===== src/rtl/temp_bcd_pkg.sv =====
// Shared definitions for the sequential fixed-point to BCD converter:
// FSM state encoding, BCD digit constants and a constant-function clog2.
package temp_bcd_pkg;

  localparam int BCD_W      = 4;
  localparam int DABBLE_ADJ = 3;
  localparam int DABBLE_THR = 5;

  typedef enum logic [2:0] {
    ST_IDLE  = 3'd0,
    ST_INT   = 3'd1,
    ST_FRAC  = 3'd2,
    ST_ROUND = 3'd3,
    ST_DONE  = 3'd4
  } state_t;

  // Smallest r with 2**r >= v (returns 0 for v <= 1).
  function automatic int clog2(input int v);
    int r;
    r = 0;
    for (int i = 0; i < 31; i++) begin
      if ((1 << i) < v) r = i + 1;
    end
    return r;
  endfunction

endpackage


===== src/rtl/bcd_dabble_cell.sv =====
// One BCD digit of the double-dabble chain: add 3 when the digit is >= 5,
// then shift left by one, taking the incoming bit at the LSB and handing
// the outgoing MSB to the next more significant digit.
module bcd_dabble_cell
  import temp_bcd_pkg::*;
(
  input  logic [BCD_W-1:0] i_digit,
  input  logic             i_carry,
  output logic [BCD_W-1:0] o_digit,
  output logic             o_carry
);

  logic [BCD_W-1:0] w_adj;

  // Conditional +3 so the following shift carries correctly into the next decade.
  always_comb begin
    w_adj = i_digit;
    if (i_digit >= BCD_W'(DABBLE_THR)) w_adj = i_digit + BCD_W'(DABBLE_ADJ);
  end

  assign o_digit = {w_adj[BCD_W-2:0], i_carry};
  assign o_carry = w_adj[BCD_W-1];

endmodule


===== src/rtl/temp_fix2bcd_seq.sv =====
// Sequential fixed-point temperature to packed BCD converter.
// Integer field: iterative double-dabble, one input bit per cycle.
// Fraction field: exact iterative multiply-by-10, one digit per cycle.
// Optional build macro TEMP_BCD_ROUND_EN adds a ROUND state that derives a
// guard digit and rounds half-up, saturating to all nines on overflow.
//
// Handshakes: a word transfers on a rising edge where valid && ready are both
// high. in_ready is high only in IDLE. out_valid, int_bcd and frac_bcd are
// registered and stay constant from out_valid rising until the edge where
// out_ready is also high; out_ready is ignored while out_valid is low.
module temp_fix2bcd_seq
  import temp_bcd_pkg::*;
#(
  parameter int INT_W       = 7,
  parameter int FRAC_W      = 8,
  parameter int INT_DIGITS  = 3,
  parameter int FRAC_DIGITS = 2
) (
  input  logic                      clk,
  input  logic                      rst_n,
  input  logic                      in_valid,
  output logic                      in_ready,
  input  logic [INT_W+FRAC_W-1:0]   in_data,
  output logic                      out_valid,
  input  logic                      out_ready,
  output logic [4*INT_DIGITS-1:0]   int_bcd,
  output logic [4*FRAC_DIGITS-1:0]  frac_bcd,
  output logic                      busy,
  output state_t                    dbg_state
);

  localparam int DW      = INT_W + FRAC_W;
  localparam int IB      = BCD_W * INT_DIGITS;
  localparam int FB      = BCD_W * FRAC_DIGITS;
  localparam int CNT_MAX = (INT_W > FRAC_DIGITS) ? INT_W : FRAC_DIGITS;
  localparam int CNT_W   = clog2(CNT_MAX + 1);

  state_t            r_state;
  state_t            w_next;
  logic [INT_W-1:0]  r_shift;
  logic [IB-1:0]     r_int_acc;
  logic [FRAC_W-1:0] r_frac_reg;
  logic [FB-1:0]     r_frac_acc;
  logic [CNT_W-1:0]  r_cnt;
  logic [IB-1:0]     r_int_out;
  logic [FB-1:0]     r_frac_out;
  logic              r_out_valid;

  logic [INT_DIGITS:0] w_carry;
  logic [IB-1:0]       w_int_dab;
  logic [IB-1:0]       w_int_next;
  logic [FRAC_W+3:0]   w_p;
  logic [BCD_W-1:0]    w_digit;

  // Double-dabble chain across all integer digits.
  assign w_carry[0] = r_shift[INT_W-1];
  for (genvar g = 0; g < INT_DIGITS; g++) begin : g_dabble
    bcd_dabble_cell u_cell (
      .i_digit (r_int_acc[BCD_W*g +: BCD_W]),
      .i_carry (w_carry[g]),
      .o_digit (w_int_dab[BCD_W*g +: BCD_W]),
      .o_carry (w_carry[g+1])
    );
  end

  // A carry out of the top digit cannot occur for legal parameters; clamp anyway.
  assign w_int_next = w_carry[INT_DIGITS] ? {INT_DIGITS{4'd9}} : w_int_dab;

  // Fraction times ten; the top nibble is the next decimal digit.
  assign w_p     = ({4'b0, r_frac_reg} << 3) + ({4'b0, r_frac_reg} << 1);
  assign w_digit = w_p[FRAC_W+3:FRAC_W];

`ifdef TEMP_BCD_ROUND_EN
  logic [IB-1:0] w_rnd_int;
  logic [FB-1:0] w_rnd_frac;
  logic          w_rnd_carry;

  // Half-up rounding from the guard digit with decimal carry ripple.
  always_comb begin
    w_rnd_int   = r_int_acc;
    w_rnd_frac  = r_frac_acc;
    w_rnd_carry = (w_digit >= 4'd5);
    for (int k = 0; k < FRAC_DIGITS; k++) begin
      if (w_rnd_carry) begin
        if (w_rnd_frac[BCD_W*k +: BCD_W] == 4'd9) begin
          w_rnd_frac[BCD_W*k +: BCD_W] = 4'd0;
        end else begin
          w_rnd_frac[BCD_W*k +: BCD_W] = w_rnd_frac[BCD_W*k +: BCD_W] + 4'd1;
          w_rnd_carry = 1'b0;
        end
      end
    end
    for (int k = 0; k < INT_DIGITS; k++) begin
      if (w_rnd_carry) begin
        if (w_rnd_int[BCD_W*k +: BCD_W] == 4'd9) begin
          w_rnd_int[BCD_W*k +: BCD_W] = 4'd0;
        end else begin
          w_rnd_int[BCD_W*k +: BCD_W] = w_rnd_int[BCD_W*k +: BCD_W] + 4'd1;
          w_rnd_carry = 1'b0;
        end
      end
    end
    if (w_rnd_carry) begin
      w_rnd_int  = {INT_DIGITS{4'd9}};
      w_rnd_frac = {FRAC_DIGITS{4'd9}};
    end
  end
`endif

  // Next-state logic.
  always_comb begin
    w_next = r_state;
    case (r_state)
      ST_IDLE:  if (in_valid) w_next = ST_INT;
      ST_INT:   if (r_cnt == CNT_W'(INT_W - 1)) w_next = ST_FRAC;
      ST_FRAC: begin
        if (r_cnt == CNT_W'(FRAC_DIGITS - 1)) begin
`ifdef TEMP_BCD_ROUND_EN
          w_next = ST_ROUND;
`else
          w_next = ST_DONE;
`endif
        end
      end
      ST_ROUND: w_next = ST_DONE;
      ST_DONE:  if (r_out_valid && out_ready) w_next = ST_IDLE;
      default:  w_next = ST_IDLE;
    endcase
  end

  // State register.
  always_ff @(posedge clk or negedge rst_n) begin
    if (!rst_n) r_state <= ST_IDLE;
    else        r_state <= w_next;
  end

  // Datapath: load, dabble, multiply-by-10, optional round, output register.
  always_ff @(posedge clk or negedge rst_n) begin
    if (!rst_n) begin
      r_shift     <= '0;
      r_int_acc   <= '0;
      r_frac_reg  <= '0;
      r_frac_acc  <= '0;
      r_cnt       <= '0;
      r_int_out   <= '0;
      r_frac_out  <= '0;
      r_out_valid <= 1'b0;
    end else begin
      case (r_state)
        ST_IDLE: begin
          if (in_valid) begin
            r_shift    <= in_data[DW-1:FRAC_W];
            r_frac_reg <= in_data[FRAC_W-1:0];
            r_int_acc  <= '0;
            r_frac_acc <= '0;
            r_cnt      <= '0;
          end
        end
        ST_INT: begin
          r_int_acc <= w_int_next;
          r_shift   <= r_shift << 1;
          r_cnt     <= (r_cnt == CNT_W'(INT_W - 1)) ? '0 : r_cnt + 1'b1;
        end
        ST_FRAC: begin
          r_frac_acc <= (r_frac_acc << BCD_W) | FB'(w_digit);
          r_frac_reg <= w_p[FRAC_W-1:0];
          r_cnt      <= (r_cnt == CNT_W'(FRAC_DIGITS - 1)) ? '0 : r_cnt + 1'b1;
        end
`ifdef TEMP_BCD_ROUND_EN
        ST_ROUND: begin
          r_int_acc  <= w_rnd_int;
          r_frac_acc <= w_rnd_frac;
        end
`endif
        ST_DONE: begin
          if (!r_out_valid) begin
            r_int_out   <= r_int_acc;
            r_frac_out  <= r_frac_acc;
            r_out_valid <= 1'b1;
          end else if (out_ready) begin
            r_out_valid <= 1'b0;
          end
        end
        default: ;
      endcase
    end
  end

  assign in_ready  = (r_state == ST_IDLE);
  assign busy      = (r_state != ST_IDLE) && (r_state != ST_DONE);
  assign out_valid = r_out_valid;
  assign int_bcd   = r_int_out;
  assign frac_bcd  = r_frac_out;
  assign dbg_state = r_state;

endmodule


===== config.mk =====
export PLATFORM = sky130hd
export DESIGN_NAME = temp_fix2bcd_seq
export DESIGN_NICKNAME = d
export VERILOG_FILES = /design/src/rtl/temp_bcd_pkg.sv /design/src/rtl/bcd_dabble_cell.sv /design/src/rtl/temp_fix2bcd_seq.sv
export SDC_FILE = /design/constraint.sdc
export NUM_CORES = 1
export LEC_CHECK = 0
export ABC_CLOCK_PERIOD_IN_PS = 2600
export CORE_MARGIN = 4
export CORE_UTILIZATION = 40
export CTS_CLUSTER_DIAMETER = 100
export DETAILED_ROUTE_END_ITERATION = 10
export DONT_BUFFER_PORTS = 1
export PLACE_DENSITY = 0.54
export SYNTH_ARGS = -nofsm -noshare
export SYNTH_HDL_FRONTEND = slang
export SYNTH_SLANG_ARGS = --single-unit

===== constraint.sdc =====
create_clock -name clk -period 2.6 [get_ports clk]
set_clock_uncertainty 0.1 [all_clocks]
set_input_delay 0 -clock clk [delete_from_list [all_inputs] [get_ports clk]]
set_output_delay 0 -clock clk [all_outputs]
set_load 0.01 [all_outputs]

==> results.cfg <==
[worst_setup_path]
worst_path_max_delay_cell = or3b_2
crit_type = reg -> reg
max_stage_delay_ns = 0.73
critical_path_peak_fanout = 24
crit_arrival_ns = 2.50
path_cells = or3b_2 -> nor2_1 -> a31oi_1 -> dlygate4sd3_1
critPathCaptureType = flop
critPathBufInv = 1
critical_path_source_type = flop
worst_ep_required_time_ns = 2.71
crit_family = simple AND/OR/NAND/NOR gates

[worst_hold_path]
min-delay-path-class = in -> async

[yosys]
synth-warning-count = 0
post_synth_main_area_contributors = dfrtp_1 49%, mux2_2 7.1%, nand2_1 6.0%
asyncSetResetFlopFracSynth_pct = 100.0
synthesis.instances = 321
number_of_unique_standard_cell_types_used_by_synthesis = 44
syn-cell-area_um2 = 3183
synth_nets = 353
synth_edf_count = 0
synth_largest_area_cell = dfrtp_1
synth.yosys.seq_area_share_pct = 48.74
synth.ff_latch_count = 62
synth_flop_cell = dfrtp_1
yosysTopAreaCellShare_pct = 48.74
avgSynthCellArea_um2 = 9.916

[routing]
antenna_violating_nets_post_route = 0
vias = 2359
drt-pass1-iter-count = 4
post_drt_via_cell_ratio = 5.242
post-route-drc-count = 0
met2RoutedLength_um = 2988
dr.max_layer_used = met4
drt-wirelength-per-cell_um = 14.85
routed_wirelength_um = 6681
wirelength_met1_um = 3258
route.met3.wl_um = 357
dr.first_iter.drc_count = 115

[floorplanning]
placement_rows = 32
num_io_pins = 45
fp.dieW_um = 97.21
fp.dieH_um = 97.21
floorplan.core_area_um2 = 7727
initial_core_util_pct = 41.19
full_die_area_um2 = 9449

[sta]
timing.final.setup_violations = 0
min_period_ns = 2.391
hold_slack_ns = 0.09209
max_slew.worst_pin.slew_ns = 0.5751
maxClockFrequency_ghz = 0.4183
timing.final.crit_share_pct = 91.95
timing_max_transition_violations_final = 0
setup_repair_after_global_routing_missed_its_margin = false
setup-tns-final_ns = 0
number_of_failing_hold_endpoints_at_the_final_stage = 0
max-slew-margin-rel_pct = 61.66

[layout]
layout.nets = 376
stdcell_area_um2 = 3716
diodes = 0
layout-area-overhead-vs-synth_pct = 16.75
post_route_cells_drive_above_1_share_pct = 13.51
final_core_util_pct = 48.09

[clocking]
cts_inserted_buffers = 9
insertion_delay_ns = 0.34
clkTransAtPathRegs_ns = 0.06
tritoncts_num_sinks = 62
clock_tree_from_tritoncts = built
ctsLongestPathBuffers = 2
clockRootBuffer = clkbuf_8
h_tree_levels = 3
cts_setup_buffers = 0

[grt]
track_usage_pct = 15.46
grt_pass1_vias = 2445
grt_pass1_wl_um = 12000
globalRouteOverflowTotal = 0
grt_antenna_before_repair = 0
largest_net_degree_at_the_start_of_global_routing = 63

[placed_design]
placed_cell_area_um2 = 3237
routabilityCongestion = 0.7788
numPortBuffers = 0
hpwl_um = 4517

[flow_run]
maxCapViolations = 0

[power]
static-leakage-power_nw = 1.699
maximum_vdd_drop_uv = 635.8
pwr_density_cell_nw_per_um2 = 1248

[status]
run_status = completed
routing by layer:
metal / vias up / track usage, %
met1: 1138 / 20.96
met3: 8 / 5.599
met5: - / 0
met2: 42 / 23.57
met4: 0 / 3.888
li1: 1171 / -
worst register-to-register path, delay by kind of cell, from the launching register on:
| kind | cells | cell delay, ns |
|---|---|---|
| simple gates | 2 | 0.90 |
| buf+inv | 1 | 0.58 |
| compound gates | 1 | 0.05 |
| flops | 1 | 0.64 |
power by group:
part           switching, mW  internal (mW)
Clock                  0.366          0.583
Combinational          0.961          0.895
Sequential             0.478           1.35
Total                   1.81           2.83
logic make-up after synthesis:
kind of cell | synth area share (%)
muxes | 7.705
AOI/OAI and AO/OA | 14.66
and+or+nand+nor | 17.77
buffers and inverters | 4.403
xor gates and xnor gates | 1.376
adders and majority gates | 5.346
DFF | 48.74
final timing paths:
check	startpoint	end	slack, ns	cells after the start
min in group clk	in_data[8]	r_shift[0]$_DFFE_PN0P_	0.22	3
min reg2reg	r_frac_acc[0]$_DFFE_PN0P_	r_frac_acc[4]$_DFFE_PN0P_	0.40	2
max in group asynchronous	rst_n	r_frac_reg[5]$_DFFE_PN0P_	2.04	2
max reg2reg	dbg_state[0]$_DFFE_PN0P_	r_shift[3]$_DFFE_PN0P_	0.21	4
max	dbg_state[0]$_DFFE_PN0P_	r_shift[3]$_DFFE_PN0P_	0.21	4
min	rst_n	int_bcd[5]$_DFFE_PN0P_	0.09	2
per-stage QoR:
step                      setup slack, ns  instances  power, mW
after floorplan                    0.4943        321      3.188
final                              0.2093        450      4.639
after global routing              0.06117        450      5.081
after detailed placement           0.4103        411      3.553
after CTS                          0.1390        450      4.687
after global placement             0.4218        411      3.522
repair_timing:
action,4_1_cts,5_1_grt
resized for setup,0,1
endpoints found under the hold margin,87,0
hold buffers,24,0
endpoints found under the setup margin,0,4
placed cells by master (no fill, tap or decap), drive strengths merged, types with 4 or more instances in the layout:
cell type and n:
a21o 6, xnor2 4, nor3 4, dfrtp 62, a31oi 15, nor2 24, ha 12, nor3b 5
o21ai 26, inv 7, buf 6, clkbuf 11, nand3 15, a211oi 5, mux2 20, a21oi 15
nand2 51, nand2b 9, dlygate4sd3 23
cell usage after synthesis (2+ instances only):
cell,n
a21oi_1,15
o22ai_1,2
o21ai_0,20
nor2_1,23
clkbuf_1,2
nor3b_1,4
buf_2,6
mux2i_1,2
buf_4,5
a31oi_1,15
inv_1,7
buf_6,3
a211oi_1,5
mux2_2,20
o211ai_1,2
xnor2_1,4
nand2_1,51
o21bai_1,2
nand2b_1,9
nand3b_1,2
nor3_1,3
a21o_1,6
nand3_1,15
dfrtp_1,62
ha_1,12
o21ai_1,6
cell type report:
cell class                 count  area [um2]
fill                         740        4011
multi-input combinational    235        1494
clock buffer                  11       151.4
inverter                       7       26.28
clock inverter                 4       70.07
sequential                    62        1551
timing repair buffer          29       295.3
tap                          102       127.6
No activity file was read; power rests on OpenSTA's default activity.
